--- src/rtl/elastic_delay_xbar.sv ---
// elastic_delay_xbar: N-lane elastic ready/valid delay line with optional lane reversal,
// synchronous flush and per-lane occupancy counters.
module elastic_delay_xbar #(
  parameter  int WIDTH    = 5,
  parameter  int CHANNELS = 2,
  parameter  int LATENCY  = 3,
  parameter  int REVERSE  = 1,
  localparam int OCC_W    = $clog2(LATENCY + 1)
) (
  input  logic                      CLK,
  input  logic                      ASYNCRESETN,
  input  logic                      FLUSH,
  input  logic [WIDTH*CHANNELS-1:0] I_data,
  input  logic [CHANNELS-1:0]       I_valid,
  output logic [CHANNELS-1:0]       I_ready,
  output logic [WIDTH*CHANNELS-1:0] O_data,
  output logic [CHANNELS-1:0]       O_valid,
  input  logic [CHANNELS-1:0]       O_ready,
  output logic [OCC_W*CHANNELS-1:0] OCC
);

  // One pipeline per output lane; pipeline p is fed by input lane SRC.
  for (genvar p = 0; p < CHANNELS; p++) begin : g_pipe
    localparam int SRC = (REVERSE != 0) ? CHANNELS - 1 - p : p;

    logic [LATENCY-1:0] v_q;
    logic [WIDTH-1:0]   d_q [LATENCY];
    logic [LATENCY-1:0] adv;
    logic [LATENCY-1:0] load;
    logic [OCC_W-1:0]   occ_q;
    logic               in_valid;
    logic               in_ready;
    logic               in_fire;
    logic               out_fire;
    logic [WIDTH-1:0]   in_data;

    assign in_valid = I_valid[SRC];
    assign in_data  = I_data[SRC*WIDTH +: WIDTH];

    // A stage may advance when the output is ready or any later stage is a bubble.
    always_comb begin
      logic tail_full;
      // NOTE: defaults before the loop keep this block free of inferred latches.
      adv       = '0;
      // NOTE: blocking assignments here are intentional; tail_full is a running
      // combinational AND, not state.
      tail_full = 1'b1;
      for (int s = LATENCY - 1; s >= 0; s--) begin
        adv[s]    = O_ready[p] | ~tail_full;
        tail_full = tail_full & v_q[s];
      end
    end

    assign load     = ~v_q | adv;
    assign in_ready = load[0] & ~FLUSH;
    assign in_fire  = in_valid & in_ready;
    assign out_fire = v_q[LATENCY-1] & O_ready[p] & ~FLUSH;

    always_ff @(posedge CLK or negedge ASYNCRESETN) begin
      if (!ASYNCRESETN) begin
        v_q <= '0;
        // NOTE: data registers are reset as well so O_data reads zero out of reset;
        // flush clears only the valids.
        for (int s = 0; s < LATENCY; s++) d_q[s] <= '0;
      end else if (FLUSH) begin
        v_q <= '0;
      end else begin
        if (load[0]) v_q[0] <= in_valid;
        if (load[0] && in_valid) d_q[0] <= in_data;
        for (int s = 1; s < LATENCY; s++) begin
          if (load[s]) v_q[s] <= v_q[s-1];
          if (load[s] && v_q[s-1]) d_q[s] <= d_q[s-1];
        end
      end
    end

    always_ff @(posedge CLK or negedge ASYNCRESETN) begin
      if (!ASYNCRESETN) begin
        occ_q <= '0;
      end else if (FLUSH) begin
        occ_q <= '0;
      end else if (in_fire && !out_fire) begin
        occ_q <= occ_q + 1'b1;
      end else if (!in_fire && out_fire) begin
        occ_q <= occ_q - 1'b1;
      end
    end

    assign I_ready[SRC]                = in_ready;
    assign O_valid[p]                  = v_q[LATENCY-1] & ~FLUSH;
    assign O_data[p*WIDTH +: WIDTH]    = d_q[LATENCY-1];
    assign OCC[p*OCC_W +: OCC_W]       = occ_q;
  end

endmodule

--- config.mk ---
export PLATFORM = sky130hd
export DESIGN_NAME = elastic_delay_xbar
export DESIGN_NICKNAME = d
export VERILOG_FILES = /design/src/rtl/elastic_delay_xbar.sv
export SDC_FILE = /design/constraint.sdc
export NUM_CORES = 1
export LEC_CHECK = 0
export ABC_AREA = 1
export CORE_MARGIN = 5
export CORE_UTILIZATION = 45
export CTS_CLUSTER_DIAMETER = 150
export DETAILED_ROUTE_END_ITERATION = 16
export GPL_TIMING_DRIVEN = 0
export PLACE_DENSITY = 0.85
export SYNTH_ARGS = -nofsm -noshare
export SYNTH_HDL_FRONTEND = slang
export SYNTH_SLANG_ARGS = --single-unit
--- constraint.sdc ---
create_clock -name CLK -period 1.1 [get_ports CLK]
set_input_delay 0.275 -clock CLK [delete_from_list [all_inputs] [get_ports CLK]]
set_output_delay 0.275 -clock CLK [all_outputs]
set_load 0.03 [all_outputs]
Yosys cells after proc, flatten, opt, wreduce, memory -nomap -nowiden
Cells that the tools add are included.

Register bits after elaboration: 40.

Bitwise gates (word level): 25. Add/subtract/negate cells: 4. Muxes and demuxes: 14. Reductions and logical operators: 28.

Operators with widths (number): 1-bit AND (12); 2-bit 2-to-1 mux (6); 2-bit AND reduction (6); 2-bit nonzero test (6); 1-bit logical AND (10); 1-bit 2-to-1 mux (6); 3-bit 2-to-1 mux (2); 3-bit inverter (2); 3-bit bitwise OR (2); 3-bit nonzero test (2); 1-bit inverter (5); 2-bit by 1-bit adder with 2-bit output, second input constant (2); 1-bit zero test (4); 1-bit bitwise OR (4); 2-bit by 1-bit subtractor with 2-bit output, second input constant (2).

Depth between registers and ports, before layout
Depth in word-level cells: 11. Depth in mapped cells: 8. Depth with buffers taken out: 8.

Worst setup path before layout
No wires, ideal clock.

Path type: input -> output. Start: in FLUSH. End: out O_valid[0]. Stages on the path: 2. Data required time: 0.825 ns. Arrival: 0.874 ns. Path slack: -0.049 ns. Path buffers: 1. Cell sequence: clkbuf_1 nor2_1.

Cells in the longest elaborated chain, start to end: 2.

Ends and longest elaborated chain: from (decl) (line 12) `input logic FLUSH,`; 1-bit inverter (no source line); 1-bit AND (line 90) `assign O_valid[p] = v_q[LATENCY-1] & ~FLUSH;`; to (decl) (line 17) `output logic [CHANNELS-1:0] O_valid,`.

Every way passes these cells.

Worst setup path in the final report
Start: reg g_pipe[1].v_q[2]. End: out I_ready[0].

Cells in the longest elaborated chain, start to end: 5.

Ends and longest elaborated chain: from (decl) (line 26) `logic [LATENCY-1:0] v_q;`; from (signal, indexed assignment) (line 71) `if (load[s]) v_q[s] <= v_q[s-1];`; 1-bit AND (line 50) `tail_full = tail_full & v_q[s];`; 1-bit inverter (line 49) `adv[s] = O_ready[p] | ~tail_full;`; 1-bit bitwise OR (line 49); 3-bit bitwise OR (line 54) `assign load = ~v_q | adv;`; 1-bit AND (line 55) `assign in_ready = load[0] & ~FLUSH;`; to (decl) (line 15) `output logic [CHANNELS-1:0] I_ready,`.

Every way passes these cells.

==> impl_metrics.tcl <==
set metrics [dict create \
    status "complete, but fails checks" \
    violations "setup timing" \
    r2r-start "g_pipe[1].v_q[2]" \
    crit_chain "nand4_1, nand2_1, inv_1, buf_6" \
    stdcell_count 313 \
    drive_gt1_share_pct 52.1 \
    num_antenna_cells 0 \
    worstSkewPairLatency_ns 0.31 \
    syn_area_um2 1790 \
    cp_data_arrival_time_ns 1.18 \
    max_stage_delay_ns 0.41 \
    post-route-drc-count 0 \
    crit_buf_inv 2 \
    regToRegEndpoint "g_pipe[1].occ_q[0]" \
    grt_pass1_vias 1560 \
    skew_ns 0.0166 \
    timing_worst_slew_pin_value_ns 0.875 \
    drt_wl_total_um 5120 \
    wl_per_cell_um 16.4 \
    grt_max_degree 41 \
    critPathSlowestCell "dfrtp_1" \
    ys_ff_latch 40 \
    root_buffer "clkbuf_8" \
    leakage_uw 0.00138 \
    vdd_drop_max_mv 1.01 \
    final_area_um2 2800 \
    rsz0062_at_grt "true" \
    core_um2 3940 \
    slew_viol_final 0 \
    finalPower_uw 4590 \
    firstDrtPassIters 4 \
    cp_max_fo 3 \
    rows 23 \
    start_util_pct 45.5 \
    place_inst 277 \
    die_w_um 73.1 \
    setup.worst_path.class "register to output port" \
    via_count 1565 \
    vias_per_cell 5.00 \
    grt_antenna_before_repair 0 \
    rr_worst_depth 9 \
    htreeDepth 2 \
    syn_area_per_cell_um2 9.29 \
    io_pins 35 \
    path_clk_slew_ns 0.09 \
    die_area_um2 5350 \
    synth_cells 193 \
    ys_seq_area_share_pct 55.8 \
    hpwl_um 2370 \
    num-nets-final 279 \
    routabilityCongestion 0.711 \
    synth_warnings 0 \
    ys_types 18 \
    first_iter_violations 176 \
    dpl_cell_area_um2 2190 \
    cp-end-kind "output port" \
    period_share_pct 132 \
    power_density_nw_per_um2 1640 \
    grt_use_total_pct 18.0 \
    clock_path_buffers 2 \
    numCtsBuffers 5 \
    area_growth_pct 56.0 \
    slew_headroom_pct 41.7 \
    setup_viol 55 \
    period_minus_slack_ns 1.45 \
    final_core_util_pct 71.0 \
    final_hold_viol_count 0 \
    syn_nets 210 \
    dieHeight_um 73.1 \
    overflow 0 \
    fmax_mhz 688 \
    grt_pass1_wl_um 7360 \
    fin_tns_setup_ns -9.54 \
    ant_nets 0 \
    setup_ws_ns -0.354 \
    r2r_slack_ns -0.32 \
    portBuffers 34 \
    required_ns 0.82 \
    n_fill_cell 268 \
    maxCapViolCount 0 \
    hold_class "primary input to async pin" \
    critPathLaunchType "register" \
    clock-sinks 40 \
    tritoncts "built" \
    cp_top_family "flip-flops" \
]
==> stage by stage <==
stage,worst slack [ns],hold slack [ns]
CTS,-0.277,0.121
floorplan,-0.0493,-0.0206
detailed placement,-1.09,0.441
finish,-0.354,0.0748
global placement,-1.34,0.465
global route,-0.395,0.171
==> logic make-up after synthesis <==
group	Yosys count	share of synthesized area (%)
AND/OR/NAND/NOR	71	17.2
buffers and inverters	43	12.6
flip-flops	40	55.8
AO/OA/AOI/OAI	30	9.00
multiplexers	7	4.40
XOR/XNOR	2	0.977
==> state kept, by name (all words and copies together), names as in the netlist <==
name,cells
O_data,10
g_pipe.v_q,6
g_pipe.occ_q,4
g_pipe.d_q,20
==> power by group <==
group          internal, uW  total, uW  switching [uW]
clock network           501       1050             547
logic                   809       1610             803
registers              1740       1930             193
==> final cells by class <==
type                       count  area, um2  share of cell area (%)
sequential                    40       1000                    35.9
clock inverter                 2       10.0                   0.358
tap                           50       62.6                    2.24
inverter                      27        111                    3.98
timing repair inverter         2       12.5                   0.447
timing repair buffer          66        636                    22.7
clock buffer                   6       82.6                    2.95
multi-input combinational    110        764                    27.3
buffer                        10        115                    4.11
==> Yosys cell counts <==
| cell | number | area [um2] |
|---|---|---|
| nand2_1 | 50 | 188 |
| dfrtp_1 | 40 | 1000 |
| inv_1 | 24 | 90.1 |
| o21ai_0 | 14 | 70.1 |
| buf_4 | 13 | 97.6 |
| mux2_2 | 7 | 78.8 |
| nor2_1 | 7 | 26.3 |
| o21ai_1 | 7 | 35.0 |
| a21oi_1 | 6 | 30.0 |
| nand3_1 | 6 | 30.0 |
| nand3_2 | 4 | 40.0 |
| nand4_1 | 4 | 25.0 |
| inv_2 | 3 | 11.3 |
| buf_6 | 2 | 22.5 |
| o21ai_2 | 2 | 17.5 |
| xor2_1 | 2 | 17.5 |
| a21oi_2 | 1 | 8.76 |
| clkbuf_1 | 1 | 3.75 |
==> cells in the final DEF, fill, tap and decap left out, drive strengths merged <==
master,n
a21oi,7
nor2,7
mux2,7
clkdlybuf4s50,12
nand2,50
o21ai,23
nand3,10
dlygate4sd2,3
nand4,4
inv,28
xor2,2
dfrtp,40
clkinv,3
buf,60
clkbuf,7
==> routing by layer <==
metal	up-vias	part of all wire, %	track usage (%)
li1	739	-	-
met1	768	43	24.1
met2	48	51	28.1
met3	10	4.4	4.13
met4	0	1.7	7.79
met5	-	0	0
==> worst register-to-register path, delay by kind of cell (launching register included) <==
| family | cells | cell delay (ns) |
|---|---|---|
| buf+inv | 3 | 0.35 |
| flops | 1 | 0.41 |
| compound gates | 1 | 0.04 |
| simple gates | 5 | 0.50 |
==> how the worst max path moves through the flow <==
stage | start | to | slack (ns) | cells past startpoint
floorplan | FLUSH | O_valid[0] | -0.05 | 2
global placement | ASYNCRESETN | g_pipe[1].occ_q[0] | -1.34 | 1
detailed placement | FLUSH | I_ready[1] | -1.09 | 7
CTS | g_pipe[1].v_q[2] | I_ready[0] | -0.28 | 4
global route | g_pipe[1].v_q[2] | g_pipe[1].occ_q[1] | -0.39 | 9
finish | g_pipe[1].v_q[2] | I_ready[0] | -0.35 | 4
==> timing repair <==
item | CTS | global route
endpoints found under the setup margin | 54 | 54
pin swaps | 13 | 12
resized for setup | 170 | 61
cloned | 2 | 2
hold buffers | 0 | 0
setup buffers | 67 | 13
No activity file was read; power rests on OpenSTA's default activity.
